`config.mk`:
```
export PLATFORM = sky130hd
export DESIGN_NAME = p2s_tx_scheduler
export DESIGN_NICKNAME = d
export VERILOG_FILES = /design/src/rtl/p2s_tx_scheduler_pkg.sv /design/src/rtl/p2s_rr_arb.sv /design/src/rtl/p2s_tx_scheduler.sv
export SDC_FILE = /design/constraint.sdc
export NUM_CORES = 1
export LEC_CHECK = 0
export CORE_ASPECT_RATIO = 0.9
export CORE_UTILIZATION = 33
export CTS_CLUSTER_SIZE = 25
export DETAILED_ROUTE_END_ITERATION = 10
export SKIP_LAST_GASP = 1
export SLEW_MARGIN = 20
export SYNTH_ARGS = -nofsm -noshare
export SYNTH_HDL_FRONTEND = slang
export SYNTH_SLANG_ARGS = --single-unit
```
`constraint.sdc`:
```
create_clock -name ck -period 2.06 [get_ports ck]
set_clock_uncertainty 0.2 [all_clocks]
set_input_delay 0.206 -clock ck [delete_from_list [all_inputs] [get_ports ck]]
set_output_delay 0.206 -clock ck [all_outputs]
set_load 0.005 [all_outputs]
```
`src/rtl/p2s_tx_scheduler_pkg.sv`:
```
// Shared definitions for the two-channel transmit scheduler and the serialiser bench.
package p2s_tx_scheduler_pkg;

    // FSM state encodings kept as plain constants so legacy code can compare raw values
    localparam logic [1:0] StIdle  = 2'd0;
    localparam logic [1:0] StShift = 2'd1;
    localparam logic [1:0] StGap   = 2'd2;

    localparam int unsigned DefWidth = 4;
    localparam int unsigned DefGap   = 1;

    // Counter width large enough to hold both WIDTH-1 and GAP-1, never below one bit
    function automatic int unsigned cnt_width(input int unsigned width, input int unsigned gap);
        int unsigned m;
        m = (width > gap) ? width : gap;
        if (m < 2) m = 2;
        return $clog2(m);
    endfunction

endpackage

```
`src/rtl/p2s_rr_arb.sv`:
```
// Two-way round-robin arbiter: on a tie the channel that did not win last time is chosen.
module p2s_rr_arb (
    input  logic req0,
    input  logic req1,
    input  logic last,
    output logic valid,
    output logic sel
);

    // Purely combinational pick; sel is meaningful only when valid is high
    always_comb begin
        valid = req0 | req1;
        sel   = (req0 & req1) ? ~last : req1;
    end

endmodule

```
`src/rtl/p2s_tx_scheduler.sv`:
```
// Two-channel transmit scheduler: arbitrates between requesters, captures the winning word
// and serialises it MSB-first with VO framing, an OK pulse and a programmable gap.
module p2s_tx_scheduler
    import p2s_tx_scheduler_pkg::*;
#(
    parameter int unsigned WIDTH = DefWidth,
    parameter int unsigned GAP   = DefGap
) (
    input  logic             ck,
    input  logic             reset,
    input  logic             en,
    input  logic             req0,
    input  logic [WIDTH-1:0] din0,
    output logic             ack0,
    input  logic             req1,
    input  logic [WIDTH-1:0] din1,
    output logic             ack1,
    output logic             out,
    output logic             VO,
    output logic             OK,
    output logic             busy,
    output logic             grant_id
);

    localparam int unsigned CW      = cnt_width(WIDTH, GAP);
    localparam int unsigned GapLoad = (GAP > 0) ? GAP - 1 : 0;

    logic [1:0]       state_q;
    logic [WIDTH-1:0] shreg_q;
    logic [CW-1:0]    cnt_q;
    logic [CW-1:0]    gcnt_q;
    logic             ack0_q, ack1_q, vo_q, ok_q, gid_q, last_q;
    logic             arb_valid, arb_sel;

    p2s_rr_arb u_arb (
        .req0  (req0),
        .req1  (req1),
        .last  (last_q),
        .valid (arb_valid),
        .sel   (arb_sel)
    );

    // Scheduler FSM, shift register and counters; ack and OK are single-cycle pulses
    always_ff @(posedge ck) begin
        if (!reset) begin
            state_q <= StIdle;
            shreg_q <= '0;
            cnt_q   <= '0;
            gcnt_q  <= '0;
            ack0_q  <= 1'b0;
            ack1_q  <= 1'b0;
            vo_q    <= 1'b0;
            ok_q    <= 1'b0;
            gid_q   <= 1'b0;
            last_q  <= 1'b1;
        end else begin
            ack0_q <= 1'b0;
            ack1_q <= 1'b0;
            ok_q   <= 1'b0;
            case (state_q)
                StIdle: begin
                    if (en && arb_valid) begin
                        shreg_q <= arb_sel ? din1 : din0;
                        ack0_q  <= ~arb_sel;
                        ack1_q  <= arb_sel;
                        gid_q   <= arb_sel;
                        last_q  <= arb_sel;
                        cnt_q   <= CW'(WIDTH - 1);
                        vo_q    <= 1'b1;
                        state_q <= StShift;
                    end
                end
                StShift: begin
                    shreg_q <= {shreg_q[WIDTH-2:0], 1'b0};
                    if (cnt_q != '0) begin
                        cnt_q <= cnt_q - 1'b1;
                    end else begin
                        vo_q <= 1'b0;
                        ok_q <= 1'b1;
                        if (GAP == 0) begin
                            state_q <= StIdle;
                        end else begin
                            gcnt_q  <= CW'(GapLoad);
                            state_q <= StGap;
                        end
                    end
                end
                StGap: begin
                    if (gcnt_q == '0) state_q <= StIdle;
                    else              gcnt_q  <= gcnt_q - 1'b1;
                end
                default: state_q <= StIdle;
            endcase
        end
    end

    // Registered flags drive the outputs; serial data is forced low outside the frame
    always_comb begin
        ack0     = ack0_q;
        ack1     = ack1_q;
        VO       = vo_q;
        OK       = ok_q;
        grant_id = gid_q;
        out      = vo_q & shreg_q[WIDTH-1];
        busy     = (state_q != StIdle);
    end

endmodule
```
==> run_results.csv <==
group,metric,value,unit
global_routing,grtUsageMet2,24.81,%
power_and_ir_drop,power,653.8,µW
floorplan,die_w,52.78,µm
timing,slew_violations,0,
final_layout,fillers,228,
route,drt-total-wl,1603,µm
route,vias,649,
route,first_iter_violations,14,
route,firstDrtPassIters,4,
final_layout,drive_above_1_share,13.00,%
floorplan,initial_core_util,35.09,%
floorplan,die_y,47.70,µm
setup_path,r2r_setup_slack,430,ps
clock_tree,clock-sinks,16,
logic_synthesis,synthDistinctLibCells,32,
floorplan,die_area,2517,µm²
place,hpwl,1207,µm
setup_path,crit_path_end_kind,"output port",
outcome,run_status,"finished clean",
logic_synthesis,synth_seq_cells,16,
logic_synthesis,synth_edf_count,0,
route,avgViaCountPerCell,5.110,
clock_tree,ctsLongestPathBuffers,2,
logic_synthesis,yosys.area.top_type,"dfxtp_1",
logic_synthesis,syn_area_per_cell,9.817,µm²
timing,period_minus_slack,1817,ps
clock_tree,cts_buffers,3,
worst_hold_path,worstHoldPathType,"flop to flop",
clock_tree,path_clk_slew,90,ps
setup_path,slowest_stage,"clkdlybuf4s50_1",
timing,min_period_over_period,88.21,%
timing,fmax,550.3,MHz
final_layout,multi_input_area,417.9,µm²
route,ant_nets,0,
global_routing,antenna_found_initial,0,
setup_path,startpoint_type,"flop",
floorplan,num_rows,16,
global_routing,grtUsageMet3,4.762,%
clock_tree,cts_resized,0,
floorplan,boundaryPins,20,
final_layout,seqCellArea,320.3,µm²
global_routing,grt_pass1_wl,2670,µm
place,place_ws,272.0,ps
logic_synthesis,synth_fp_nets,94,
logic_synthesis,synthTopCellsByArea,"dfxtp_1, ha_1, nor3b_2",
logic_synthesis,syn_inst,78,
setup_path,critPathBufInv,1,
timing,worst_slew_pin_slew,387.3,ps
logic_synthesis,yosysWarnings,0,
final_layout,antennaDiodeCount,0,
setup_path,crit_family,"buffers and inverters",
flow_run,drv_cap,0,
global_routing,use_met1,19.01,%
clock_tree,clockRootBuffer,"clkbuf_4",
setup_path,critPathMaxFanout,7,
timing,grt_setup_unrepaired,"false",
timing,finalSetupTns,0,ps
setup_path,cp_cell_sequence,"or2_2, clkdlybuf4s50_1",
timing,setup_viol,0,
global_routing,grt_pass1_vias,611,
place,gp_congestion,0.7479,
place,io_buffers,19,
power_and_ir_drop,leakagePower,0.3843,nW
logic_synthesis,synth_top_area_share,41.83,%
route,drc,0,
timing,hold_violations,0,
final_layout,final_core_util,46.67,%
timing,max-slew-margin-rel,74.10,%
setup_path,critical_path.max_stage_delay,440,ps
logic_synthesis,yosysSeqAreaShare,41.83,%
timing,setup_ws,242.9,ps
final_layout,area_delta_synth_final,33.01,%
global_routing,grt_usage,15.06,%
setup_path,critical_path_class,"flop to output port",
clock_tree,insertion_delay,290,ps
route,drt-wirelength-per-cell,12.62,µm
setup_path,cp.required,1650,ps
setup_path,crit_arrival,1410,ps
logic_synthesis,syn-cell-area,765.7,µm²
clock_tree,postCtsSetupBuffers,0,
logic_synthesis,ys.flop_type,"dfxtp_1",
floorplan,core-area,2182,µm²
global_routing,grt_max_degree,11,
power_and_ir_drop,power_density,642.0,nW/µm²
logic_synthesis,async_flop_share,0,%
power_and_ir_drop,vdd_drop_max,434.0,µV
global_routing,top_usage_layer,"met2",
global_routing,grt_overflow,0,
clock_tree,cts_hold_buf,0,
clock_tree,htreeDepth,1,
clock_tree,cts_tree,"yes",
final_layout,fin_nets,118,
-- synth_stat cells (3+ instances only) --
cell / number
dfxtp_1: 16
nor2_1: 3
nor3b_2: 3
nand2_1: 3
inv_1: 5
nand3_1: 6
o21a_1: 4
a211oi_1: 4
ha_1: 3
mux2i_1: 3
-- where the power goes --
group	internal, mW	switching [mW]	leakage, nW
Combinational	0.0775	0.0628	0.239
Clock	0.0679	0.0977	0.0138
Sequential	0.332	0.0160	0.131
-- placed cells by master (no fill, tap or decap), drive strengths merged, types with 4 or more instances in the layout --
| cell | instances |
|---|---|
| clkdlybuf4s50 | 19 |
| dfxtp | 16 |
| nand3 | 6 |
| inv | 5 |
| o21a | 4 |
| a211oi | 4 |
| nor2 | 4 |
-- worst paths after layout --
kind                            from               endpoint  cells after the start
max          state_q[0]$_SDFFE_PN0P_                   busy                      2
min            grant_id$_SDFFE_PN0P_  grant_id$_SDFFE_PN0P_                      2
max reg2reg    cnt_q[0]$_SDFFE_PN0P_  cnt_q[0]$_SDFFE_PN0P_                      5
min reg2reg    grant_id$_SDFFE_PN0P_  grant_id$_SDFFE_PN0P_                      2
-- tightest hold or removal path, stage by stage, from the launching register on --
cell     delay (ps)
dfxtp_1         320
o21ai_0          70
a21oi_1          70
-- sequential cells by signal, indices dropped and copies added (netlist names) --
register	flops
shreg_q	4
VO	1
cnt_q	2
grant_id	1
ack0	1
last_q	1
OK	1
gcnt_q	2
state_q	2
ack1	1
-- metal layers --
metal  vias to the layer above  share of wire (%)
met5                         -                  0
met4                         0                  0
met3                         0                4.7
met2                        21                 48
met1                       296                 47
li1                        332                  -
-- metrics by stage --
| stage | hold slack, ps | cell area, µm² | cells |
|---|---|---|---|
| 3_3_place_gp | 265.5 | 996.0 | 124 |
| 5_1_grt | 315.9 | 1018 | 127 |
| 2_1_floorplan | 167.2 | 765.7 | 78 |
| 6_report | 301.9 | 1018 | 127 |
| 4_1_cts | 304.1 | 1018 | 127 |
| 3_5_place_dp | 289.7 | 996.0 | 124 |
-- final cells by class --
| class | count | share of cell area (%) |
|---|---|---|
| multi-input combinational | 55 | 41.03 |
| sequential | 16 | 31.45 |
| timing repair buffer | 21 | 20.15 |
| tap | 27 | 3.317 |
| clock buffer | 3 | 2.211 |
| inverter | 5 | 1.843 |
-- kinds of logic (layout without fill, tap and decap cells) --
group / count (synthesis) / after routing / synth area share, %
AND/OR/NAND/NOR: 27 / 27 / 23.04
buffers and inverters: 7 / 29 / 3.594
flip-flops: 16 / 16 / 41.83
multiplexers: 3 / 3 / 3.922
adder cells (fa/ha/maj): 3 / 3 / 4.902
AO/OA/AOI/OAI: 22 / 22 / 22.71
Note: power is estimated with default switching activity, not from simulation.
